==> src/rtl/sobel_frame_ctrl.sv <==
// sobel_frame_ctrl: frame sequencer for the Sobel gradient datapath.
// Walks the interior pixels of an IMG_W x IMG_H frame, builds each 3x3 window from a
// 1-cycle-latency pixel memory, hands it to the calc stage and writes the results in
// arrival order to the output memory.
// Optional build macro: SOBEL_FRAME_CTRL_PERF_EN adds the busy-cycle counter on cycles_o.
module sobel_frame_ctrl #(
  parameter int unsigned IMG_W  = 64,
  parameter int unsigned IMG_H  = 64,
  parameter int unsigned ADDR_W = 12
) (
  input  logic              clk,
  input  logic              rst,
  input  logic              start_i,
  output logic              busy_o,
  output logic              done_o,
  output logic              rd_en_o,
  output logic [ADDR_W-1:0] rd_addr_o,
  input  logic [7:0]        rd_data_i,
  output logic [71:0]       win_o,
  output logic              win_valid_o,
  input  logic [7:0]        calc_pix_i,
  input  logic              calc_valid_i,
  output logic              wr_en_o,
  output logic [ADDR_W-1:0] wr_addr_o,
  output logic [7:0]        wr_data_o,
  output logic [31:0]       cycles_o
);

  localparam int unsigned       NumOut   = (IMG_W - 2) * (IMG_H - 2);
  localparam logic [ADDR_W:0]   LpNumOut = (ADDR_W + 1)'(NumOut);
  localparam logic [ADDR_W-1:0] LpLastX  = ADDR_W'(IMG_W - 2);
  localparam logic [ADDR_W-1:0] LpLastY  = ADDR_W'(IMG_H - 2);
  localparam logic [ADDR_W-1:0] LpWidth  = ADDR_W'(IMG_W);

  typedef enum logic [2:0] {
    StIdle,
    StFetch,
    StLast,
    StIssue,
    StDrain,
    StFin
  } state_e;

  state_e r_state, w_state_next;

  // Current window centre and fetch mode
  logic [ADDR_W-1:0] r_x, r_y;
  logic              r_rowstart;
  // Position of the next read inside the 3x3 neighbourhood (column L/M/R, row top/mid/bot)
  logic [1:0]        r_col_off, r_row_off;

  // Read-data capture pipeline: slot of the read issued last cycle
  logic              r_cap_en;
  logic [1:0]        r_cap_col, r_cap_row;
  logic [3:0]        w_cap_idx;

  logic [8:0][7:0]   r_win;

  // Result write path
  logic              r_wr_en;
  logic [ADDR_W-1:0] r_wr_addr;
  logic [7:0]        r_wr_data;
  logic              w_wr_accept;
  logic [ADDR_W:0]   w_wr_cnt;

  logic              w_start;
  logic              w_last_rd;
  logic              w_shift;
  logic              w_row_wrap;
  logic              w_frame_end;
  logic [ADDR_W-1:0] w_rd_row, w_rd_col, w_rd_addr;

  assign w_start     = (r_state == StIdle) && start_i;
  assign w_last_rd   = (r_col_off == 2'd2) && (r_row_off == 2'd2);
  assign w_row_wrap  = (r_x == LpLastX);
  assign w_frame_end = w_row_wrap && (r_y == LpLastY);

  // In shift mode only column R is fetched; the first fetch cycle slides L<=M, M<=R.
  assign w_shift = (r_state == StFetch) && !r_rowstart &&
                   (r_col_off == 2'd2) && (r_row_off == 2'd0);

  // Neighbourhood coordinates relative to the centre (x, y); never leave the frame.
  assign w_rd_row  = r_y - ADDR_W'(1) + {{(ADDR_W-2){1'b0}}, r_row_off};
  assign w_rd_col  = r_x - ADDR_W'(1) + {{(ADDR_W-2){1'b0}}, r_col_off};
  assign w_rd_addr = w_rd_row * LpWidth + w_rd_col;

  assign w_cap_idx = ({2'b00, r_cap_row} * 4'd3) + {2'b00, r_cap_col};

  // Results are only taken while a frame is in progress.
  assign w_wr_accept = calc_valid_i && (r_state != StIdle);
  // Writes done so far, counting one still on the output port this cycle.
  assign w_wr_cnt    = {1'b0, r_wr_addr} + {{ADDR_W{1'b0}}, r_wr_en};

  // FSM state register
  always_ff @(posedge clk) begin
    if (rst) begin
      r_state <= StIdle;
    end else begin
      r_state <= w_state_next;
    end
  end

  // FSM next-state and strobe outputs
  always_comb begin
    w_state_next = r_state;
    busy_o       = 1'b0;
    done_o       = 1'b0;
    rd_en_o      = 1'b0;
    rd_addr_o    = '0;
    win_valid_o  = 1'b0;
    unique case (r_state)
      StIdle: begin
        if (start_i) begin
          w_state_next = StFetch;
        end
      end
      StFetch: begin
        busy_o    = 1'b1;
        rd_en_o   = 1'b1;
        rd_addr_o = w_rd_addr;
        if (w_last_rd) begin
          w_state_next = StLast;
        end
      end
      StLast: begin
        busy_o       = 1'b1;
        w_state_next = StIssue;
      end
      StIssue: begin
        busy_o       = 1'b1;
        win_valid_o  = 1'b1;
        w_state_next = w_frame_end ? StDrain : StFetch;
      end
      StDrain: begin
        busy_o = 1'b1;
        if (w_wr_cnt >= LpNumOut) begin
          w_state_next = StFin;
        end
      end
      StFin: begin
        done_o       = 1'b1;
        w_state_next = StIdle;
      end
      default: begin
        w_state_next = StIdle;
      end
    endcase
  end

  // Window centre and intra-window read position
  always_ff @(posedge clk) begin
    if (rst) begin
      r_x        <= '0;
      r_y        <= '0;
      r_rowstart <= 1'b0;
      r_col_off  <= 2'd0;
      r_row_off  <= 2'd0;
    end else begin
      if (w_start) begin
        r_x        <= ADDR_W'(1);
        r_y        <= ADDR_W'(1);
        r_rowstart <= 1'b1;
        r_col_off  <= 2'd0;
        r_row_off  <= 2'd0;
      end else if (r_state == StFetch) begin
        // Column-major walk: rows top..bottom, then next column.
        if (r_row_off == 2'd2) begin
          r_row_off <= 2'd0;
          r_col_off <= r_col_off + 2'd1;
        end else begin
          r_row_off <= r_row_off + 2'd1;
        end
      end else if ((r_state == StIssue) && !w_frame_end) begin
        r_row_off <= 2'd0;
        if (w_row_wrap) begin
          r_x        <= ADDR_W'(1);
          r_y        <= r_y + ADDR_W'(1);
          r_rowstart <= 1'b1;
          r_col_off  <= 2'd0;
        end else begin
          r_x        <= r_x + ADDR_W'(1);
          r_rowstart <= 1'b0;
          r_col_off  <= 2'd2;
        end
      end
    end
  end

  // Window shift and capture of read data one cycle after each read
  always_ff @(posedge clk) begin
    if (rst) begin
      r_cap_en  <= 1'b0;
      r_cap_col <= 2'd0;
      r_cap_row <= 2'd0;
      r_win     <= '0;
    end else begin
      r_cap_en  <= rd_en_o;
      r_cap_col <= r_col_off;
      r_cap_row <= r_row_off;
      if (w_shift) begin
        for (int r = 0; r < 3; r++) begin
          r_win[3*r]     <= r_win[3*r + 1];
          r_win[3*r + 1] <= r_win[3*r + 2];
        end
      end
      if (r_cap_en) begin
        r_win[w_cap_idx] <= rd_data_i;
      end
    end
  end

  // Register calc results into the output memory port, addresses in arrival order
  always_ff @(posedge clk) begin
    if (rst) begin
      r_wr_en   <= 1'b0;
      r_wr_data <= 8'd0;
      r_wr_addr <= '0;
    end else begin
      r_wr_en <= w_wr_accept;
      if (w_wr_accept) begin
        r_wr_data <= calc_pix_i;
      end
      if (w_start || (r_state == StFin)) begin
        r_wr_addr <= '0;
      end else if (r_wr_en) begin
        r_wr_addr <= r_wr_addr + ADDR_W'(1);
      end
    end
  end

  assign win_o     = r_win;
  assign wr_en_o   = r_wr_en;
  assign wr_addr_o = r_wr_addr;
  assign wr_data_o = r_wr_data;

`ifdef SOBEL_FRAME_CTRL_PERF_EN
  logic [31:0] r_cycles;

  // Busy-cycle counter: cleared on start, holds after the frame completes
  always_ff @(posedge clk) begin
    if (rst) begin
      r_cycles <= 32'd0;
    end else if (w_start) begin
      r_cycles <= 32'd0;
    end else if (busy_o) begin
      r_cycles <= r_cycles + 32'd1;
    end
  end

  assign cycles_o = r_cycles;
`else
  assign cycles_o = 32'd0;
`endif

endmodule

==> config.mk <==
export PLATFORM = sky130hd
export DESIGN_NAME = sobel_frame_ctrl
export DESIGN_NICKNAME = d
export VERILOG_FILES = /design/src/rtl/sobel_frame_ctrl.sv
export SDC_FILE = /design/constraint.sdc
export NUM_CORES = 1
export LEC_CHECK = 0
export BUFFER_PORTS_ARGS = -buffer_cell sky130_fd_sc_hd__buf_2
export CORE_ASPECT_RATIO = 1.4
export CORE_MARGIN = 4
export CORE_UTILIZATION = 40
export DETAILED_ROUTE_END_ITERATION = 8
export PLACE_DENSITY = 0.69
export RECOVER_POWER = 100
export SLEW_MARGIN = 20
export SYNTH_ARGS = -nofsm -noshare
export SYNTH_HDL_FRONTEND = slang
export SYNTH_SLANG_ARGS = --single-unit
==> constraint.sdc <==
create_clock -name clk -period 3.07 [get_ports clk]
set_input_delay 0.1535 -clock clk [delete_from_list [all_inputs] [get_ports clk]]
set_output_delay 0.1535 -clock clk [all_outputs]
set_load 0.05 [all_outputs]
==> results.md, run 1 <==
* Vias in the first global route at 5715
* Leakage power at 0.003671 uW
* Pwr dens at 518.6 mW/mm^2
* Area contributors post-synth: dfxtp_1 (37%), mux2i_1 (12%), nor2_1 (7.4%)
* Peak VDD IR at 328.6 uV
* Worst Setup Start Kind: flip-flop
* Largest net degree at the start of global routing at 93
* HP Class: in2reg
* CTS buffer count at 17
* Failing checks: max-capacitance violations, max-slew violations, negative setup slack
* # nets final at 996
* Syn Area/Cell at 8.801 sq um
* Dpl cell area at 0.007841 sq mm
* Gr ovfl total at 0
* Synth Flop Type: dfxtp_1
* HPWL Detailed at 12460 um
* Diode count at 0
* Setup_tns at -0.7178 ns
* Tmin final at 3.356 ns
* Status: complete, but fails checks
* Die height at 163.9 um
* H-tree lvl count at 4
* Dominant cell type by area after synthesis: dfxtp_1
* Vias per inst at 5.048
* I/O Buffers at 128
* Clock root cell: clkbuf_16
* Max Cap Viol at 1
* Worst Skew at 0.02218 ns
* First-pass GRT wire length at 28190 um
* Gpl congestion at 0.8351
* CTS sink cnt at 130
* Core area at 0.01689 sq mm
* Initial antenna violation count at 0
* Sequential fraction of the synthesis area at 37.48%
* RSZ-0062 raised after global routing: yes
* Asr flop ratio synth at 0%
* GRT Total Usage at 17.49%
* Layout area overhead at 23.12%
* WS Path Type: reg2out
* Warnings, synthesis at 0
* Worst-margin pin slew at 1.910 ns
* Die X at 119.4 um
* Clock buffer depth at 2
* Crit end category: output pin
* Pre-CTS setup slack at -0.1204 ns
* Netlist cell types at 54
* Worst path required time at 2.92 ns
* Share of cells above drive strength 1 at 14.06%
* Final critical-path setup slack at -0.2860 ns
* Worst-path clk slew at 0.06 ns
* Die Area at 0.01956 sq mm
* Final Cell Area at 0.008549 sq mm
* Final WL at 17490 um
* Routed WL per cell at 14.85 um
* FP Rows at 56
* CP max stage cell: fa_2
* Cells after synthesis at 789
* Vias at 5946
* Synth Register Bits at 130
* Final slew viol count at 93
* Clk_lat worst skew at 0.42 ns
* Rel. slew slack at -27.31%
* Crit-path max FO at 3
* Hold Vio Cnt, Final at 0
* IO Count at 161
* CTS tree: yes
* Max Freq at 298.0 MHz
* Iteration-0 DRC Markers at 360
* Delay-heaviest family, CP: adder cells
* Synth Cell Area at 0.006944 sq mm
* CP Cell Sequence: inv_2 -> ha_4 -> inv_2 -> ha_4 -> inv_2 -> fa_2 -> ha_4 -> inv_2 -> ha_4 -> o21ai_2 -> nand2b_1 -> a21oi_2 -> or3_4 -> a21oi_4 -> buf_6
* Worst EP arrival at 3.20 ns
* Top cell type's share of synthesized area at 37.48%
* Worst path max stage delay at 0.44 ns
* Post-DRT Antenna Nets at 0
* Pre-antenna DRT Iters at 5
* Initial Util at 41.12%
* Number of synthesized flops with an enable pin at 0
* Worst path buffer plus inverter count at 5
* Residual DRC count at 0
* R2r setup slk at 0.15 ns
* Final period util at 109.3%
* Setup Viol. Count Final at 3
==> cells in the final DEF (no fill, tap or decap), types with 5 or more instances in the layout <==
cell           instances
nor2_1               136
dfxtp_1              127
clkbuf_1             105
mux2i_1               82
a211oi_1              51
inv_1                 37
ha_1                  32
conb_1                32
a21oi_1               24
nand2_1               23
buf_4                 22
nand3_1               20
buf_2                 20
clkbuf_16             17
xnor2_1               16
xor2_1                14
nand4_1               14
o21ai_0               12
nor3_1                 9
or3_1                  9
dlygate4sd3_1          9
inv_2                  7
and3_1                 7
clkbuf_2               7
o211ai_1               5
or4_1                  5
ha_4                   5
buf_6                  5
==> report_power, final <==
group / total, uW / switching [uW] / internal, uW / leakage [uW]
logic: 733 / 486 / 247 / 0.00234
clock network: 1980 / 814 / 1160 / 0.000283
registers: 1730 / 16.2 / 1710 / 0.00105
total: 4430 / 1320 / 3120 / 0.00367
==> sequential cells by signal, summed over array words and instances, names as in the netlist, 2 cells and up <==
signal,count
r_x,12
wr_addr_o,12
r_row_off,2
r_cap_col,2
wr_data_o,8
r_state,3
r_cap_row,2
win_o,72
r_col_off,2
r_y,12
==> Yosys cell counts, types with 3 or more instances <==
library cell and instances:
nand2_1 24, or2_2 3, fa_1 4, buf_1 10, or3_1 11, nand3_1 20, o31ai_1 4, a211oi_1 52
clkbuf_1 24, and3_1 7, or4_1 5, buf_4 35, o21ai_0 15, ha_1 39, nor2_1 137, xnor2_1 16
and2_1 6, o21bai_1 3, a21oi_1 28, nand4_1 13, nor3_1 8, mux2i_1 83, xor2_1 15, nor4b_1 3
inv_1 44, nor2b_1 5, dfxtp_1 130, buf_2 6, o211ai_1 5
==> worst register-to-register path, delay by kind of cell, from the launching register on <==
| kind | cells | cell delay (ns) |
|---|---|---|
| compound gates | 1 | 0.14 |
| fa+ha+maj | 1 | 0.21 |
| buf+inv | 1 | 0.21 |
| flops | 1 | 0.33 |
| simple gates | 4 | 1.95 |
==> worst paths after layout <==
check,from,to,cells past startpoint
setup / recovery,r_y[1]$_SDFFE_PP0P_,rd_addr_o[10],15
hold / removal,rd_data_i[7],win_o[55]$_SDFF_PP0_,3
setup reg to reg,r_x[1]$_SDFFE_PP0P_,r_y[4]$_SDFFE_PP0P_,7
hold reg to reg,r_col_off[0]$_SDFFE_PP0P_,r_col_off[0]$_SDFFE_PP0P_,2
==> per-stage QoR <==
stage               cells  total power [uW]  util [%]  hold WS, ns
floorplan             820              2266         -       0.2974
global placement     1131              2368     46.44       0.3851
detailed placement   1131              2374     46.44       0.3952
CTS                  1175              4453     51.19       0.1005
global route         1178              4620     50.63       0.1276
finish               1178              4434     50.63       0.1222
==> per-layer routing <==
metal | part of all wire, % | global-route usage [%] | up-vias
met3 | 4.1 | 2.790 | 19
met4 | 1.8 | 7.139 | 0
met1 | 42 | 20.23 | 2807
met5 | 0 | 0 | -
li1 | - | - | 2969
met2 | 53 | 32.03 | 151
==> cell families (layout without fill, tap and decap cells) <==
group	Yosys count	after routing	synth area share (%)
mux	83	83	11.96
buf+inv	121	247	8.541
simple gates	257	257	18.02
other cells	1	32	0.05400
compound gates	123	123	11.86
flops	130	130	37.48
fa+ha+maj	43	43	8.180
xor+xnor	31	31	3.910
==> area by class of cell <==
class | count | area [sq um]
Fill cell | 1673 | 8337
Tap cell | 232 | 290.3
Inverter | 46 | 172.7
Clock buffer | 18 | 439.2
Clock inverter | 14 | 145.1
Timing Repair Buffer | 169 | 848.3
Multi-Input combinational cell | 569 | 4048
Sequential cell | 130 | 2606
==> timing repair <==
| item | 4_1_cts | 5_1_grt |
|---|---|---|
| setup buffers | 3 | 3 |
| pin swaps | 12 | 16 |
| endpoints found under the setup margin | 4 | 5 |
| hold buffers | 9 | 0 |
| hold endpoints to repair | 9 | 0 |
| resized for setup | 33 | 16 |
| gates cloned | 0 | 0 |
Power figures use the tool's default switching activity.
==> run 2: changes to the inputs <==
GPL_TIMING_DRIVEN = 0   (was unset)
==> results.md, run 2 (synthesis results as in run 1) <==
* Final slew viol count at 0
* Worst-path clk slew at 0.06 ns
* Die Area at 0.01956 sq mm
* Worst-margin pin slew at 1.049 ns
* Post-DRT Antenna Nets at 0
* H-tree lvl count at 4
* Worst Setup Start Kind: flip-flop
* CTS tree: yes
* Routed WL per cell at 14.98 um
* Core area at 0.01689 sq mm
* Pre-antenna DRT Iters at 4
* I/O Buffers at 120
* Max Cap Viol at 0
* WHS Endpoint: r_y[0]$_SDFFE_PP0P_
* Crit end category: output pin
* Status: complete, but fails checks
* Area occupied by multi-input gates at 0.004001 sq mm
* RSZ-0062 raised after global routing: yes
* RR Startpoint: r_x[0]$_SDFFE_PP0P_
* CTS buffer count at 17
* Tmin final at 3.366 ns
* Iteration-0 DRC Markers at 430
* Diode count at 0
* FP Rows at 56
* Final critical-path setup slack at -0.2965 ns
* IO Count at 161
* Hold Vio Cnt, Final at 0
* Rel. slew slack at 29.41%
* First-pass GRT wire length at 29550 um
* # nets final at 1045
* CP Cell Sequence: inv_2 -> ha_4 -> inv_2 -> ha_4 -> inv_2 -> fa_2 -> ha_4 -> inv_2 -> ha_4 -> o21ai_2 -> nand2b_1 -> a21oi_2 -> or3_4 -> a21oi_4 -> buf_6
* Gr ovfl total at 0
* Worst path max stage delay at 0.45 ns
* Clk_lat worst skew at 0.42 ns
* Residual DRC count at 0
* Vias per inst at 5.020
* GRT Total Usage at 18.66%
* Max Freq at 297.0 MHz
* Max FFs per register at 72
* Seq. cell area at 0.002614 sq mm
* Commonest cells after routing, fill and taps aside: nor2_1 (137), clkbuf_1 (126), dfxtp_1 (125)
* Vias at 6159
* Initial antenna violation count at 0
* Die X at 119.4 um
* R2r setup slk at 0.14 ns
* Delay-heaviest family, CP: adder cells
* Pwr dens at 514.0 mW/mm^2
* Final WL at 18380 um
* Clock root cell: clkbuf_16
* Post-Layout Cell Count at 1227
* HP Start: start_i
* Hold Path Depth at 4
* Crit-path max FO at 3
* Worst path buffer plus inverter count at 5
* Layout area overhead at 26.79%
* CP max stage cell: fa_2
* Worst EP arrival at 3.21 ns
* Initial Util at 41.12%
* Gpl congestion at 0.8552
* Worst Skew at 0.01562 ns
* Clock buffer depth at 2
* CTS sink cnt at 130
* Most common cell after layout, fill and taps aside: nor2_1
* Share of cells above drive strength 1 at 15.08%
* FF-to-FF End: r_y[8]$_SDFFE_PP0P_
* R2R depth at 7
* Worst path required time at 2.92 ns
* Dpl cells at 1172
* FILL cells at 1634
* HP Class: in2reg
* Peak VDD IR at 507.0 uV
* Die height at 163.9 um
* Largest net degree at the start of global routing at 17
* Final period util at 109.7%
* WS Path Type: reg2out
* Leakage power at 0.003838 uW
* Setup Viol. Count Final at 4
* Setup_tns at -0.8373 ns
* HPWL Detailed at 13590 um
* Failing checks: negative setup slack
* Vias in the first global route at 5884
==> run 2: worst min-delay path: stages <==
cell and delay [ns]:
buf_2 0.12, nor4b_1 0.18, inv_1 0.06, a21oi_1 0.05
==> run 2: what timing repair did <==
item,in CTS,in global routing
hold buffers,8,0
endpoints found under the hold margin,8,0
setup endpoints to repair,5,13
pin swaps,13,6
gates resized for setup,37,18
setup buffers,8,7
==> run 2: worst max path at each step <==
stage                                    startpoint       endpoint  slack [ns]  depth (start not counted)
after floorplan           r_row_off[1]$_SDFFE_PP0P_  rd_addr_o[10]        0.02                         14
after global placement          r_x[1]$_SDFFE_PP0P_  rd_addr_o[11]       -0.26                         11
after detailed placement  r_row_off[1]$_SDFFE_PP0P_  rd_addr_o[10]       -0.23                         15
after CTS                 r_row_off[1]$_SDFFE_PP0P_  rd_addr_o[10]       -0.30                         15
after global routing            r_y[0]$_SDFFE_PP0P_  rd_addr_o[10]       -0.42                         15
final                           r_y[1]$_SDFFE_PP0P_  rd_addr_o[10]       -0.30                         15
==> run 2: cell type report <==
type	instances	share of cell area (%)
Tap cell	232	3.297
Sequential cell	130	29.69
Clock buffer	18	4.988
Timing Repair Buffer	143	7.972
Clock inverter	14	1.890
Buffer	75	4.732
Inverter	46	1.989
Multi-Input combinational cell	569	45.45
==> run 2: where the power goes <==
group	switching (uW)	leakage, uW	internal, uW	total [uW]
clock	819	0.000295	1240	2060
sequential	15.5	0.00105	1710	1720
combinational	482	0.00249	258	739
==> run 2: through the flow <==
| stage | setup WS [ns] | utilization (%) | cell area [sq um] | total power [uW] | hold WS (ns) |
|---|---|---|---|---|---|
| 2_1_floorplan | 0.01789 | - | 7118 | 2266 | 0.2974 |
| 3_3_place_gp | -0.2558 | 47.43 | 8009 | 2387 | 0.3841 |
| 3_5_place_dp | -0.2254 | 47.43 | 8009 | 2390 | 0.3901 |
| 4_1_cts | -0.3019 | 52.45 | 8857 | 4524 | 0.1667 |
| 5_1_grt | -0.4158 | 52.14 | 8805 | 4713 | 0.2078 |
| 6_report | -0.2965 | 52.14 | 8805 | 4526 | 0.2107 |
==> run 2: metal layers <==
metal	wire (um)	GRT usage (%)
met3	908	4.237
met2	9228	33.32
met4	556	7.608
met1	7689	21.52
met5	0	0
